<file path="src/rtl/crc_stream_pkg.sv">
// Shared types, default CRC-32 constants and bit-serial helpers for the streaming CRC engine.
package crc_stream_pkg;

    typedef enum logic {
        S_DATA = 1'b0,
        S_FCS  = 1'b1
    } state_t;

    // Helpers work on a fixed wide container so they serve any CRC_W/DATA_W up to this size.
    localparam int MAX_W = 64;

    localparam logic [31:0] CRC32_POLY    = 32'h04C1_1DB7;
    localparam logic [31:0] CRC32_INIT    = 32'hFFFF_FFFF;
    localparam logic [31:0] CRC32_XOROUT  = 32'hFFFF_FFFF;
    localparam logic [31:0] CRC32_RESIDUE = 32'hC704_DD7B;

    // data_w serial LFSR steps, data bit 0 first, register kept in normal (MSB-feedback) form.
    function automatic logic [MAX_W-1:0] crc_step(input logic [MAX_W-1:0] crc,
                                                  input logic [MAX_W-1:0] data,
                                                  input logic [MAX_W-1:0] poly,
                                                  input int crc_w,
                                                  input int data_w);
        logic [MAX_W-1:0] mask;
        logic [MAX_W-1:0] r;
        logic [MAX_W-1:0] din;
        logic [MAX_W-1:0] top;
        logic             fb;
        mask = (MAX_W'(1) << crc_w) - MAX_W'(1);
        r    = crc & mask;
        din  = data;
        for (int i = 0; i < MAX_W; i++) begin
            if (i < data_w) begin
                top = r >> (crc_w - 1);
                fb  = top[0] ^ din[0];
                din = din >> 1;
                r   = (r << 1) & mask;
                if (fb) begin
                    r = r ^ (poly & mask);
                end
            end
        end
        return r;
    endfunction

    function automatic logic [MAX_W-1:0] bit_reverse(input logic [MAX_W-1:0] v, input int w);
        logic [MAX_W-1:0] src;
        logic [MAX_W-1:0] r;
        src = v;
        r   = '0;
        for (int i = 0; i < MAX_W; i++) begin
            if (i < w) begin
                r   = {r[MAX_W-2:0], src[0]};
                src = src >> 1;
            end
        end
        return r;
    endfunction

endpackage

</file>
<file path="src/rtl/crc_lfsr_step.sv">
// Combinational DATA_W-bit CRC next-state unit; one instance per lane.
module crc_lfsr_step
    import crc_stream_pkg::*;
#(
    parameter int               DATA_W = 8,
    parameter int               CRC_W  = 32,
    parameter logic [CRC_W-1:0] POLY   = CRC_W'(CRC32_POLY)
) (
    input  logic [CRC_W-1:0]  crc_in,
    input  logic [DATA_W-1:0] data,
    output logic [CRC_W-1:0]  crc_next
);

    assign crc_next = CRC_W'(crc_step(MAX_W'(crc_in), MAX_W'(data), MAX_W'(POLY), CRC_W, DATA_W));

endmodule

</file>
<file path="src/rtl/crc_stream_engine.sv">
// Streaming LSB-first CRC engine with pass-through data and a single output register.
// Define CRC_APPEND_EN to build FCS generation (S_FCS state, beat counter, fcs_append use).
module crc_stream_engine
    import crc_stream_pkg::*;
#(
    parameter int               DATA_W  = 8,
    parameter int               CRC_W   = 32,
    parameter logic [CRC_W-1:0] POLY    = CRC_W'(CRC32_POLY),
    parameter logic [CRC_W-1:0] INIT    = {CRC_W{1'b1}},
    parameter logic [CRC_W-1:0] XOROUT  = {CRC_W{1'b1}},
    parameter logic [CRC_W-1:0] RESIDUE = CRC_W'(CRC32_RESIDUE)
) (
    input  logic              clk,
    input  logic              rst,
    input  logic              fcs_append,
    input  logic              s_valid,
    output logic              s_ready,
    input  logic [DATA_W-1:0] s_data,
    input  logic              s_last,
    output logic              m_valid,
    input  logic              m_ready,
    output logic [DATA_W-1:0] m_data,
    output logic              m_last,
    output logic [CRC_W-1:0]  crc_out,
    output logic              crc_done,
    output logic              crc_ok
);

    localparam int FCS_BEATS = CRC_W / DATA_W;
    localparam int CNT_W     = (FCS_BEATS > 1) ? $clog2(FCS_BEATS) : 1;

    state_t            state;
    state_t            state_next;
    logic              sof;
    logic [CRC_W-1:0]  crc_reg;
    logic [CRC_W-1:0]  crc_base;
    logic [CRC_W-1:0]  crc_next;
    logic [CRC_W-1:0]  ok_src;
    logic              out_open;
    logic              s_fire;
    logic              load;
    logic              load_last;
    logic              frame_end;
    logic [DATA_W-1:0] load_data;

    assign out_open = !m_valid || m_ready;
    assign s_ready  = (state == S_DATA) && out_open;
    assign s_fire   = s_valid && s_ready;
    assign crc_base = sof ? INIT : crc_reg;
    assign crc_out  = CRC_W'(bit_reverse(MAX_W'(crc_reg), CRC_W)) ^ XOROUT;

    crc_lfsr_step #(
        .DATA_W (DATA_W),
        .CRC_W  (CRC_W),
        .POLY   (POLY)
    ) u_step (
        .crc_in   (crc_base),
        .data     (s_data),
        .crc_next (crc_next)
    );

`ifdef CRC_APPEND_EN
    logic             mode;
    logic             gen_now;
    logic [CNT_W-1:0] cnt;
    logic [CNT_W-1:0] cnt_next;

    // The mode is latched from the first beat and reused for the rest of the frame.
    assign gen_now = sof ? fcs_append : mode;
`else
    logic unused_fcs_append;
    assign unused_fcs_append = fcs_append;
`endif

    always_comb begin
        state_next = state;
        load       = 1'b0;
        load_data  = s_data;
        load_last  = 1'b0;
        frame_end  = 1'b0;
        ok_src     = crc_next;
`ifdef CRC_APPEND_EN
        cnt_next   = cnt;
`endif
        case (state)
            S_DATA: begin
                if (s_fire) begin
                    load = 1'b1;
                    if (s_last) begin
`ifdef CRC_APPEND_EN
                        if (gen_now) begin
                            state_next = S_FCS;
                            cnt_next   = '0;
                        end else begin
                            load_last = 1'b1;
                            frame_end = 1'b1;
                        end
`else
                        load_last = 1'b1;
                        frame_end = 1'b1;
`endif
                    end
                end
            end
`ifdef CRC_APPEND_EN
            S_FCS: begin
                ok_src    = crc_reg;
                load_data = DATA_W'(crc_out >> (int'(cnt) * DATA_W));
                if (out_open) begin
                    load     = 1'b1;
                    cnt_next = cnt + 1'b1;
                    if (cnt == CNT_W'(FCS_BEATS - 1)) begin
                        load_last  = 1'b1;
                        frame_end  = 1'b1;
                        state_next = S_DATA;
                        cnt_next   = '0;
                    end
                end
            end
`endif
            default: state_next = S_DATA;
        endcase
    end

    // Output register stage: one beat of latency from input acceptance to m_*.
    always_ff @(posedge clk) begin
        if (rst) begin
            state    <= S_DATA;
            sof      <= 1'b1;
            crc_reg  <= INIT;
            m_valid  <= 1'b0;
            m_data   <= '0;
            m_last   <= 1'b0;
            crc_done <= 1'b0;
            crc_ok   <= 1'b0;
`ifdef CRC_APPEND_EN
            mode     <= 1'b0;
            cnt      <= '0;
`endif
        end else begin
            state    <= state_next;
            crc_done <= frame_end;
            if (frame_end) begin
                crc_ok <= (ok_src == RESIDUE);
            end
            if (s_fire) begin
                crc_reg <= crc_next;
                sof     <= s_last;
`ifdef CRC_APPEND_EN
                mode    <= gen_now;
`endif
            end
`ifdef CRC_APPEND_EN
            cnt <= cnt_next;
`endif
            if (load) begin
                m_valid <= 1'b1;
                m_data  <= load_data;
                m_last  <= load_last;
            end else if (m_ready) begin
                m_valid <= 1'b0;
            end
        end
    end

endmodule

</file>
<file path="config.mk">
export PLATFORM = sky130hd
export DESIGN_NAME = crc_stream_engine
export DESIGN_NICKNAME = d
export VERILOG_FILES = /design/src/rtl/crc_stream_pkg.sv /design/src/rtl/crc_lfsr_step.sv /design/src/rtl/crc_stream_engine.sv
export SDC_FILE = /design/constraint.sdc
export NUM_CORES = 1
export LEC_CHECK = 0
export ABC_AREA = 1
export BUFFER_PORTS_ARGS = -buffer_cell sky130_fd_sc_hd__buf_2
export CELL_PAD_IN_SITES_DETAIL_PLACEMENT = 2
export CELL_PAD_IN_SITES_GLOBAL_PLACEMENT = 2
export CORE_ASPECT_RATIO = 0.75
export CORE_MARGIN = 5
export CORE_UTILIZATION = 28
export DETAILED_ROUTE_END_ITERATION = 6
export PLACE_DENSITY_LB_ADDON = 0.1
export RECOVER_POWER = 25
export SLEW_MARGIN = 15
export SYNTH_ARGS = -nofsm -noshare
export SYNTH_HDL_FRONTEND = slang
export SYNTH_HIERARCHICAL = 1
export SYNTH_SLANG_ARGS = --single-unit
</file>
<file path="constraint.sdc">
create_clock -name clk -period 2.1 [get_ports clk]
set_clock_uncertainty 0.15 [all_clocks]
set_input_delay 0.21 -clock clk [delete_from_list [all_inputs] [get_ports clk]]
set_output_delay 0.21 -clock clk [all_outputs]
set_load 0.02 [all_outputs]
</file>
==> results of run 1 <==
-- synthesized netlist by cell type, types with 2 or more instances --
master / count
inv_2: 3
xor2_2: 2
o211ai_1: 19
dfxtp_1: 45
buf_4: 2
xnor2_4: 2
nand2_2: 19
buf_6: 6
nand2_4: 16
buf_2: 4
inv_4: 2
xor2_1: 31
clkbuf_1: 3
xnor2_1: 10
o21ai_0: 8
nor2_1: 27
nand2_8: 2
xnor2_2: 3
inv_1: 69
nand2_1: 161
o211ai_2: 14
nand3_1: 18
-- power by group --
| part | leakage [nW] | switching, W | internal [W] |
|---|---|---|---|
| registers | 0.374 | 0.0000353 | 0.000938 |
| logic | 2.15 | 0.00104 | 0.000754 |
| clock network | 0.0735 | 0.000399 | 0.000480 |
-- area by class of cell --
type                    count  area (sq um)
repair buffers            146          1020
clock buffers               6           139
clock inverters             2          16.3
multi-input cells         340          2390
well taps                 162           203
flip-flops and latches     45           902
fillers                  1366          6730
inverters                  75           297
-- repair_timing --
item,CTS,global route
buffers inserted,8,6
endpoints found under the hold margin,2,0
setup endpoints to repair,21,24
pin swaps,13,15
gates resized for setup,42,46
hold buffers,1,0
-- routing by layer --
layer  vias up  global-route usage (%)  wire length [um]
li1       1713                       -                 -
met1      1773                    26.2              6720
met2        53                    34.3              7260
met3        15                    2.67               438
met4         0                    3.06               200
met5         -                       0                 0
-- final timing paths --
kind / endpoint / slack, ns / depth (start not counted)
setup reg to reg: crc_ok$_SDFFE_PP0P_ / -0.23 / 19
hold / removal: m_valid$_SDFFE_PP0P_ / 0.07 / 4
setup / recovery: crc_ok$_SDFFE_PP0P_ / -0.23 / 19
hold reg to reg: crc_reg[20]$_SDFFE_PP1P_ / 0.32 / 2
-- critical path, delay by kind of cell (launching register included) --
family | cells | cell delay (ns)
buffers and inverters | 4 | 0.28
flip-flops | 1 | 0.33
AND/OR/NAND/NOR | 15 | 1.51
-- stage by stage --
| stage | area, sq um | cells |
|---|---|---|
| 2_1_floorplan | 3390 | 475 |
| 5_1_grt | 4970 | 776 |
| 3_3_place_gp | 4350 | 753 |
| 4_1_cts | 4760 | 770 |
| 3_5_place_dp | 4350 | 753 |
| 6_report | 4970 | 776 |
-- cells by family after synthesis --
group           count (synthesis)
simple gates                  248
buf+inv                        90
compound gates                 43
flops                          45
xor+xnor                       49
==> flow_metrics.tcl, run 1 <==
set metrics [dict create \
    status "complete, but fails checks" \
    violations "negative setup slack" \
    cp.required_ns 2.20 \
    yosysTopAreaCellShare_pct 26.6 \
    crit_chain "inv_2 -> buf_12 -> nand2_2 -> inv_1 -> nand2_2 -> nand2_4 -> nand2_8 -> inv_4 -> nor2_4 -> nand2_4 -> nand3_1 -> nand3_1 -> nand2_2 -> nand2_1 -> nor2_1 -> nand2_1 -> nor2_1 -> nand3_1 -> nand2_1" \
    synth_area_sq_um 3390 \
    drive_above_1_share_pct 44.5 \
    wl_per_cell_um 18.8 \
    syn_nets 489 \
    grt-ovfl-total 0 \
    syn_inst 475 \
    grt_pass1_wl_um 21900 \
    synth-xor-area-share_pct 15.4 \
    clock-sinks 45 \
    cpPeakStageDelay_ns 0.33 \
    synth_compound_area_share_pct 11.0 \
    max_cap_violations 0 \
    n_antenna_cell 0 \
    total_power_w 0.00365 \
    grt_max_degree 46 \
    drt_iter0_drc 135 \
    synth_cell_types 31 \
    synth-simple-area-share_pct 34.9 \
    cp_max_fo 10 \
    setup_violations 10 \
    synth_top_family_by_area "simple AND/OR/NAND/NOR gates" \
    die_w_um 137 \
    synthTopCellsByArea "dfxtp_1 (27%), nand2_1 (18%), xor2_1 (8.0%)" \
    fin_crit_ns 2.33 \
    antenna_found_initial 0 \
    place_ws_ns -0.371 \
    power_density_nw_per_um2 734 \
    layout_common_cells "nand2_1 (126), buf_4 (74), inv_1 (63)" \
    max_slew.worst_pin.slew_ns 0.500 \
    io_pins 59 \
    worstPathArrival_ns 2.42 \
    first_global_vias 3949 \
    synthMuxAreaShare_pct 0 \
    slowest_stage "dfxtp_2" \
    cts_inserted_buffers 5 \
    final_common_cell "nand2_1" \
    area_delta_synth_final_pct 46.7 \
    wl_um 14600 \
    vias 3554 \
    synth-main-ff-cell "dfxtp_1" \
    cts_buffer_depth 2 \
    portBuffers 57 \
    synth_edf_count 0 \
    layout_setup_ws_ns -0.226 \
    hold-worst-slack_ns 0.0678 \
    period_share_pct 111 \
    hp-class "input port to register" \
    nNetsFinal 627 \
    viasPerCell 4.58 \
    min-delay-start "m_ready" \
    critical_path_class "register to register" \
    coreArea_sq_um 11700 \
    drc 0 \
    relSlewSlack_pct 66.7 \
    detail-route-antenna-nets 0 \
    die-area_sq_um 14400 \
    synth_fa_ha_area_share_pct 0 \
    path_clk_slew_ns 0.08 \
    start_util_pct 28.9 \
    ys_seq_elements 45 \
    place_hpwl_um 10400 \
    leakagePower_nw 2.60 \
    cp-start-kind "register" \
    vdd_drop_max_v 0.000321 \
    grt.total_usage_pct 19.6 \
    place_congestion 0.826 \
    syn_avg_cell_area_sq_um 7.13 \
    yosysSeqAreaShare_pct 26.6 \
    timing.setup.tns_ns -0.972 \
    max_freq_ghz 0.430 \
    clock-root-buffer "clkbuf_16" \
    r2r_start "sof$_SDFFE_PP1P_" \
    largest_register_ffs 32 \
    cts-htree-levels 2 \
    setup.worst_path.end_class "register" \
    die_h_um 105 \
    postSynth.asyncResetShare_pct 0 \
    finalHoldViolCount 0 \
    grt_setup_unrepaired "yes" \
    cts_tree "done" \
    clock_latency_ns 0.30 \
    yosysTopAreaCell "dfxtp_1" \
    num_rows 34 \
    setup.worst_path.start "sof$_SDFFE_PP1P_" \
    yosysWarningCount 6 \
    drv_slew 0 \
    post-route-util_pct 42.4 \
    dr.pass1.iters 4 \
]
Note: power is estimated with default switching activity, not from simulation.
==> run 2, diff against run 1 <==
==> constraint.sdc (replaced) <==
create_clock -name clk -period 2.1 [get_ports clk]
set_clock_uncertainty 0.15 [all_clocks]
set_input_delay 0.105 -clock clk [delete_from_list [all_inputs] [get_ports clk]]
set_output_delay 0.105 -clock clk [all_outputs]
set_load 0.02 [all_outputs]
==> run 2 against run 1 <==
Compared with the run above:
- the run still ends with negative setup slack left
- combinational power up 21%
- count of clock-buffer cells in the layout unchanged
- cell count is 1.7% higher
- die area unchanged
- setup slack worse by 0.14 ns
- clock power is 8.1% higher
- maximum frequency shrank 5.8%
- sequential share of layout area fell by 1.9 points
- first-iteration DRC count is 8.1% higher
- sequential power increased by 0.6%
- total power grew 12%
- critical endpoint unchanged
==> flow_metrics.tcl, run 2 (same netlist as run 1, synthesis figures left out) <==
set metrics [dict create \
    status "complete, but fails checks" \
    violations "negative setup slack" \
    crit_chain "inv_4 -> buf_12 -> nand2_4 -> nand2_2 -> nand2_4 -> nand2_8 -> inv_4 -> nor2_4 -> nand2_8 -> nand3_4 -> nand3_4 -> nand2_2 -> nand2_2 -> nor2_2 -> nand2_1 -> nor2_2 -> nand3_1 -> nand2_1" \
    grt_pass1_wl_um 23900 \
    viasPerCell 4.70 \
    crit_cells 18 \
    dr.pass1.iters 4 \
    whs_path_depth 3 \
    grt.total_usage_pct 21.8 \
    leakagePower_nw 2.84 \
    portBuffers 57 \
    period_share_pct 118 \
    worstPathArrival_ns 2.57 \
    p_switching_w 0.00168 \
    largest_register_ffs 32 \
    die_w_um 137 \
    detail-route-antenna-nets 0 \
    r2r_start "sof$_SDFFE_PP1P_" \
    grt-ovfl-total 0 \
    wl_um 17700 \
    grt_setup_unrepaired "yes" \
    whs_endpoint "m_data[6]$_SDFFE_PP0P_" \
    r2r_slack_ns -0.37 \
    power.internal_w 0.00241 \
    io_pins 59 \
    ff2ff_path_depth 18 \
    timing.rr.end "crc_ok$_SDFFE_PP0P_" \
    cp_common_cell "nand2_2" \
    hp-class "input port to register" \
    max_freq_ghz 0.405 \
    hold-worst-slack_ns 0.0509 \
    cts_tree "done" \
    crit_family "simple AND/OR/NAND/NOR gates" \
    setup.worst_path.end_class "register" \
    p_comb_share_pct 52.8 \
    slowest_stage "dfxtp_2" \
    max_slew.worst_pin.slew_ns 0.507 \
    cp_max_fo 5 \
    first_global_vias 4206 \
    cpPeakStageDelay_ns 0.33 \
    power_density_nw_per_um2 737 \
    clock-sinks 45 \
    final_common_cell "nand2_1" \
    pwr-share-seq_pct 23.9 \
    drv_slew 0 \
    die_h_um 105 \
    netSwitchingFraction_pct 41.2 \
    grt_max_degree 46 \
    vias 3709 \
    dp_cells 750 \
    relSlewSlack_pct 66.2 \
    layout_setup_ws_ns -0.368 \
    place_ws_ns -0.413 \
    setup_violations 18 \
    finalHoldViolCount 0 \
    start_util_pct 28.9 \
    clock_power_share_pct 23.2 \
    layout_common_cells "nand2_1 (99), buf_4 (73), inv_1 (59)" \
    area_delta_synth_final_pct 64.0 \
    cts-htree-levels 2 \
    antenna_found_initial 0 \
    coreArea_sq_um 11700 \
    cp.buffers_inverters 3 \
    fin_crit_ns 2.47 \
    cts_buffer_depth 2 \
    critical_path_class "register to register" \
    vdd_drop_max_v 0.000421 \
    cts_inserted_buffers 5 \
    max_cap_violations 0 \
    min-delay-start "s_data[6]" \
    die-area_sq_um 14400 \
    drive_above_1_share_pct 52.2 \
    place_congestion 0.806 \
    cp.required_ns 2.20 \
    drc 0 \
    clock-root-buffer "clkbuf_16" \
    clock_latency_ns 0.31 \
    cp-start-kind "register" \
    instances_no_fill 789 \
    wl_per_cell_um 22.5 \
    n_antenna_cell 0 \
    path_clk_slew_ns 0.07 \
    place_hpwl_um 10400 \
    num_rows 34 \
    drt_iter0_drc 146 \
    nNetsFinal 640 \
]
## run 2: cell types whose count changed in the layout (fill, tap and decap cells not counted), moves of 4 or more
cell	before	now
nand3_1	13	6
nand2_1	126	99
nand2_4	20	35
inv_1	63	59
nand3_4	1	5
nand2_8	3	10
nand2_2	49	54
xor2_1	19	15
buf_6	10	16
dlygate4sd3_1	1	7
## run 2: layout make-up
cell class	instances	area, sq um
fill	1307	6150
clock inverter	2	38.8
multi-input combinational	340	2790
timing repair buffer	159	1180
sequential	45	902
inverter	75	307
clock buffer	6	129
tap	162	203
## run 2: power by group through the flow
stage	sequential (W)	clock (W)	combinational (W)
2_1_floorplan	0.00100	0	0.000853
6_report	0.000979	0.000950	0.00216
5_1_grt	0.000988	0.000996	0.00230
4_1_cts	0.000972	0.000984	0.00178
3_5_place_dp	0.000991	0	0.00152
3_3_place_gp	0.000985	0	0.00148
## run 2: worst max path at each step
stage / from / endpoint / slack, ns
floorplan: sof$_SDFFE_PP1P_ / crc_ok$_SDFFE_PP0P_ / 0.03
global placement: sof$_SDFFE_PP1P_ / crc_ok$_SDFFE_PP0P_ / -0.24
detailed placement: sof$_SDFFE_PP1P_ / crc_ok$_SDFFE_PP0P_ / -0.41
CTS: sof$_SDFFE_PP1P_ / crc_ok$_SDFFE_PP0P_ / -0.19
global route: sof$_SDFFE_PP1P_ / crc_ok$_SDFFE_PP0P_ / -0.51
finish: sof$_SDFFE_PP1P_ / crc_ok$_SDFFE_PP0P_ / -0.37
## run 2: routing by layer
| metal | share of wire (%) | track usage [%] | vias up | wire length [um] |
|---|---|---|---|---|
| met5 | 0 | 0 | - | 0 |
| met2 | 53 | 39.7 | 77 | 9360 |
| met4 | 2.0 | 4.84 | 0 | 355 |
| li1 | - | - | 1728 | - |
| met3 | 2.6 | 3.05 | 24 | 460 |
| met1 | 43 | 27.0 | 1880 | 7550 |
## run 2: metrics by stage
step / setup TNS [ns] / instance area [sq um] / utilization (%) / total power [W]
after floorplan: 0 / 3390 / - / 0.00185
after global placement: -0.550 / 4320 / 36.9 / 0.00246
after detailed placement: -2.04 / 4320 / 36.9 / 0.00252
after CTS: -0.606 / 5100 / 43.6 / 0.00373
after global routing: -4.10 / 5550 / 47.5 / 0.00428
final: -2.25 / 5550 / 47.5 / 0.00409
## run 2: worst reg2reg max path, delay by kind of cell, from the launching register on
family        cells  cell delay (ns)
flops             1             0.33
simple gates     15             1.66
buf+inv           3             0.28
## run 2: repair_timing
item | CTS | global route
hold buffers | 7 | 0
endpoints found under the hold margin | 8 | 0
resized for setup | 101 | 85
cloned | 1 | 0
endpoints found under the setup margin | 22 | 26
pin swaps | 51 | 60
buffers inserted | 9 | 17
==> run 3, diff against run 2 <==
- SETUP_SLACK_MARGIN: unset -> 0.4
==> run 3 against run 2 <==
Compared with the run above:
- the flow still finishes with violations (negative setup slack)
- first-iteration DRC count is 41% higher
- count of clock-buffer cells in the layout stayed put
- total power increased by 8.5%
- maximum frequency down 10%
- global-route usage rose by 1.3 points
==> flow_metrics.tcl, run 3 (same netlist as run 1, synthesis figures left out) <==
set metrics [dict create \
    status "complete, but fails checks" \
    violations "negative setup slack" \
    layout_setup_ws_ns -0.643 \
    fill_cells 1287 \
    grt.total_usage_pct 23.0 \
    worstPathArrival_ns 2.84 \
    area_delta_synth_final_pct 75.4 \
    vias 4010 \
    max_cap_violations 0 \
    multi_input_area_sq_um 2830 \
    drc 0 \
    drive_above_1_share_pct 54.1 \
    leakagePower_nw 2.99 \
    n_antenna_cell 0 \
    total_power_w 0.00443 \
    clock-sinks 45 \
    start_util_pct 28.9 \
    final_common_cell "nand2_1" \
    place_congestion 0.804 \
    grt_pass1_wl_um 25200 \
    seq_area_sq_um 902 \
    wl_um 21400 \
    hold-worst-slack_ns 0.0978 \
    wl_per_cell_um 26.4 \
    dr.pass1.iters 5 \
    crit_chain "clkinv_4 -> buf_6 -> nand2_4 -> inv_4 -> nand2_2 -> nand2_4 -> nand2_4 -> buf_4 -> buf_4 -> nand4_1 -> nand2_2 -> nand3_1 -> nand2_2 -> nand2_1 -> nor2_2 -> nand2_2 -> nor2_4 -> nand3_2 -> nand2_2" \
    cp-start-kind "register" \
    max_freq_ghz 0.365 \
    nNetsFinal 662 \
    grt_max_degree 46 \
    relSlewSlack_pct 71.0 \
    cp.required_ns 2.20 \
    num_rows 34 \
    detail-route-antenna-nets 0 \
    setup_violations 23 \
    setup.worst_path.end_class "register" \
    cts-htree-levels 2 \
    r2r_slack_ns -0.64 \
    largest_register_ffs 32 \
    antenna_found_initial 0 \
    drt_iter0_drc 206 \
    cts_buffer_depth 2 \
    viasPerCell 4.94 \
    layout_common_cells "nand2_1 (102), buf_4 (65), inv_1 (55)" \
    critical_path_class "register to register" \
    io_pins 59 \
    coreArea_sq_um 11700 \
    cp_common_cell "nand2_2" \
    max_slew.worst_pin.slew_ns 0.435 \
    grt_setup_unrepaired "yes" \
    cts_inserted_buffers 5 \
    place_hpwl_um 10200 \
    die_w_um 137 \
    finalHoldViolCount 0 \
    power_density_nw_per_um2 747 \
    portBuffers 57 \
    post-route-util_pct 50.8 \
    instances_no_fill 811 \
    grt-ovfl-total 0 \
    timing.setup.tns_ns -5.61 \
    dp_cells 744 \
    fin_crit_ns 2.74 \
    cp_max_fo 8 \
    crit_family "simple AND/OR/NAND/NOR gates" \
    die-area_sq_um 14400 \
    first_global_vias 4337 \
    clock_latency_ns 0.31 \
    die_h_um 105 \
    vdd_drop_max_v 0.000489 \
    cpPeakStageDelay_ns 0.36 \
    drv_slew 0 \
    slowest_stage "dfxtp_2" \
    clock-root-buffer "clkbuf_16" \
    hp-class "input port to register" \
    path_clk_slew_ns 0.07 \
    cp.buffers_inverters 5 \
    cts_tree "done" \
    period_share_pct 131 \
]
[run 3: worst paths after layout]
kind | from | endpoint | cells past startpoint
min reg2reg | crc_reg[20]$_SDFFE_PP1P_ | crc_reg[20]$_SDFFE_PP1P_ | 2
min | s_data[4] | m_data[4]$_SDFFE_PP0P_ | 3
max | sof$_SDFFE_PP1P_ | crc_ok$_SDFFE_PP0P_ | 19
max reg2reg | sof$_SDFFE_PP1P_ | crc_ok$_SDFFE_PP0P_ | 19
[run 3: metrics by stage]
step                worst slack, ns  instance area, sq um
floorplan                     0.140                  3470
global route                 -0.720                  5940
global placement             -0.252                  4360
finish                       -0.643                  5940
CTS                          -0.207                  5290
detailed placement           -0.332                  4360
[run 3: cell type report]
class                   count  share of cell area (%)
clock buffers               6                    2.17
clock inverters             2                   0.653
inverters                  75                    5.29
multi-input cells         340                    47.6
flip-flops and latches     45                    15.2
well taps                 162                    3.41
repair buffers            181                    25.7
[run 3: worst register-to-register path, delay by kind of cell, from the launching register on]
kind | cells | cell delay (ns)
buf+inv | 5 | 0.55
flops | 1 | 0.36
simple gates | 14 | 1.64
[run 3: power breakdown]
| part | internal, W | switching, W | leakage (nW) | total [W] |
|---|---|---|---|---|
| logic | 0.00105 | 0.00142 | 2.54 | 0.00247 |
| registers | 0.000938 | 0.0000486 | 0.374 | 0.000987 |
| clock network | 0.000567 | 0.000409 | 0.0810 | 0.000976 |
| total | 0.00255 | 0.00188 | 2.99 | 0.00443 |
[run 3: metal layers]
layer | part of all wire [%] | wire length (um) | GRT usage [%]
met5 | 0.21 | 45 | 0
met3 | 3.2 | 690 | 3.19
met1 | 42 | 9090 | 28.9
met4 | 3.3 | 701 | 5.98
met2 | 51 | 10900 | 41.3
[run 3: what timing repair did]
item                                    in CTS  in global routing
hold buffers                                 9                  0
pin swaps                                   54                 62
hold endpoints to repair                    10                  0
buffers inserted                            26                 24
endpoints found under the setup margin      30                 37
gates resized for setup                     95                101
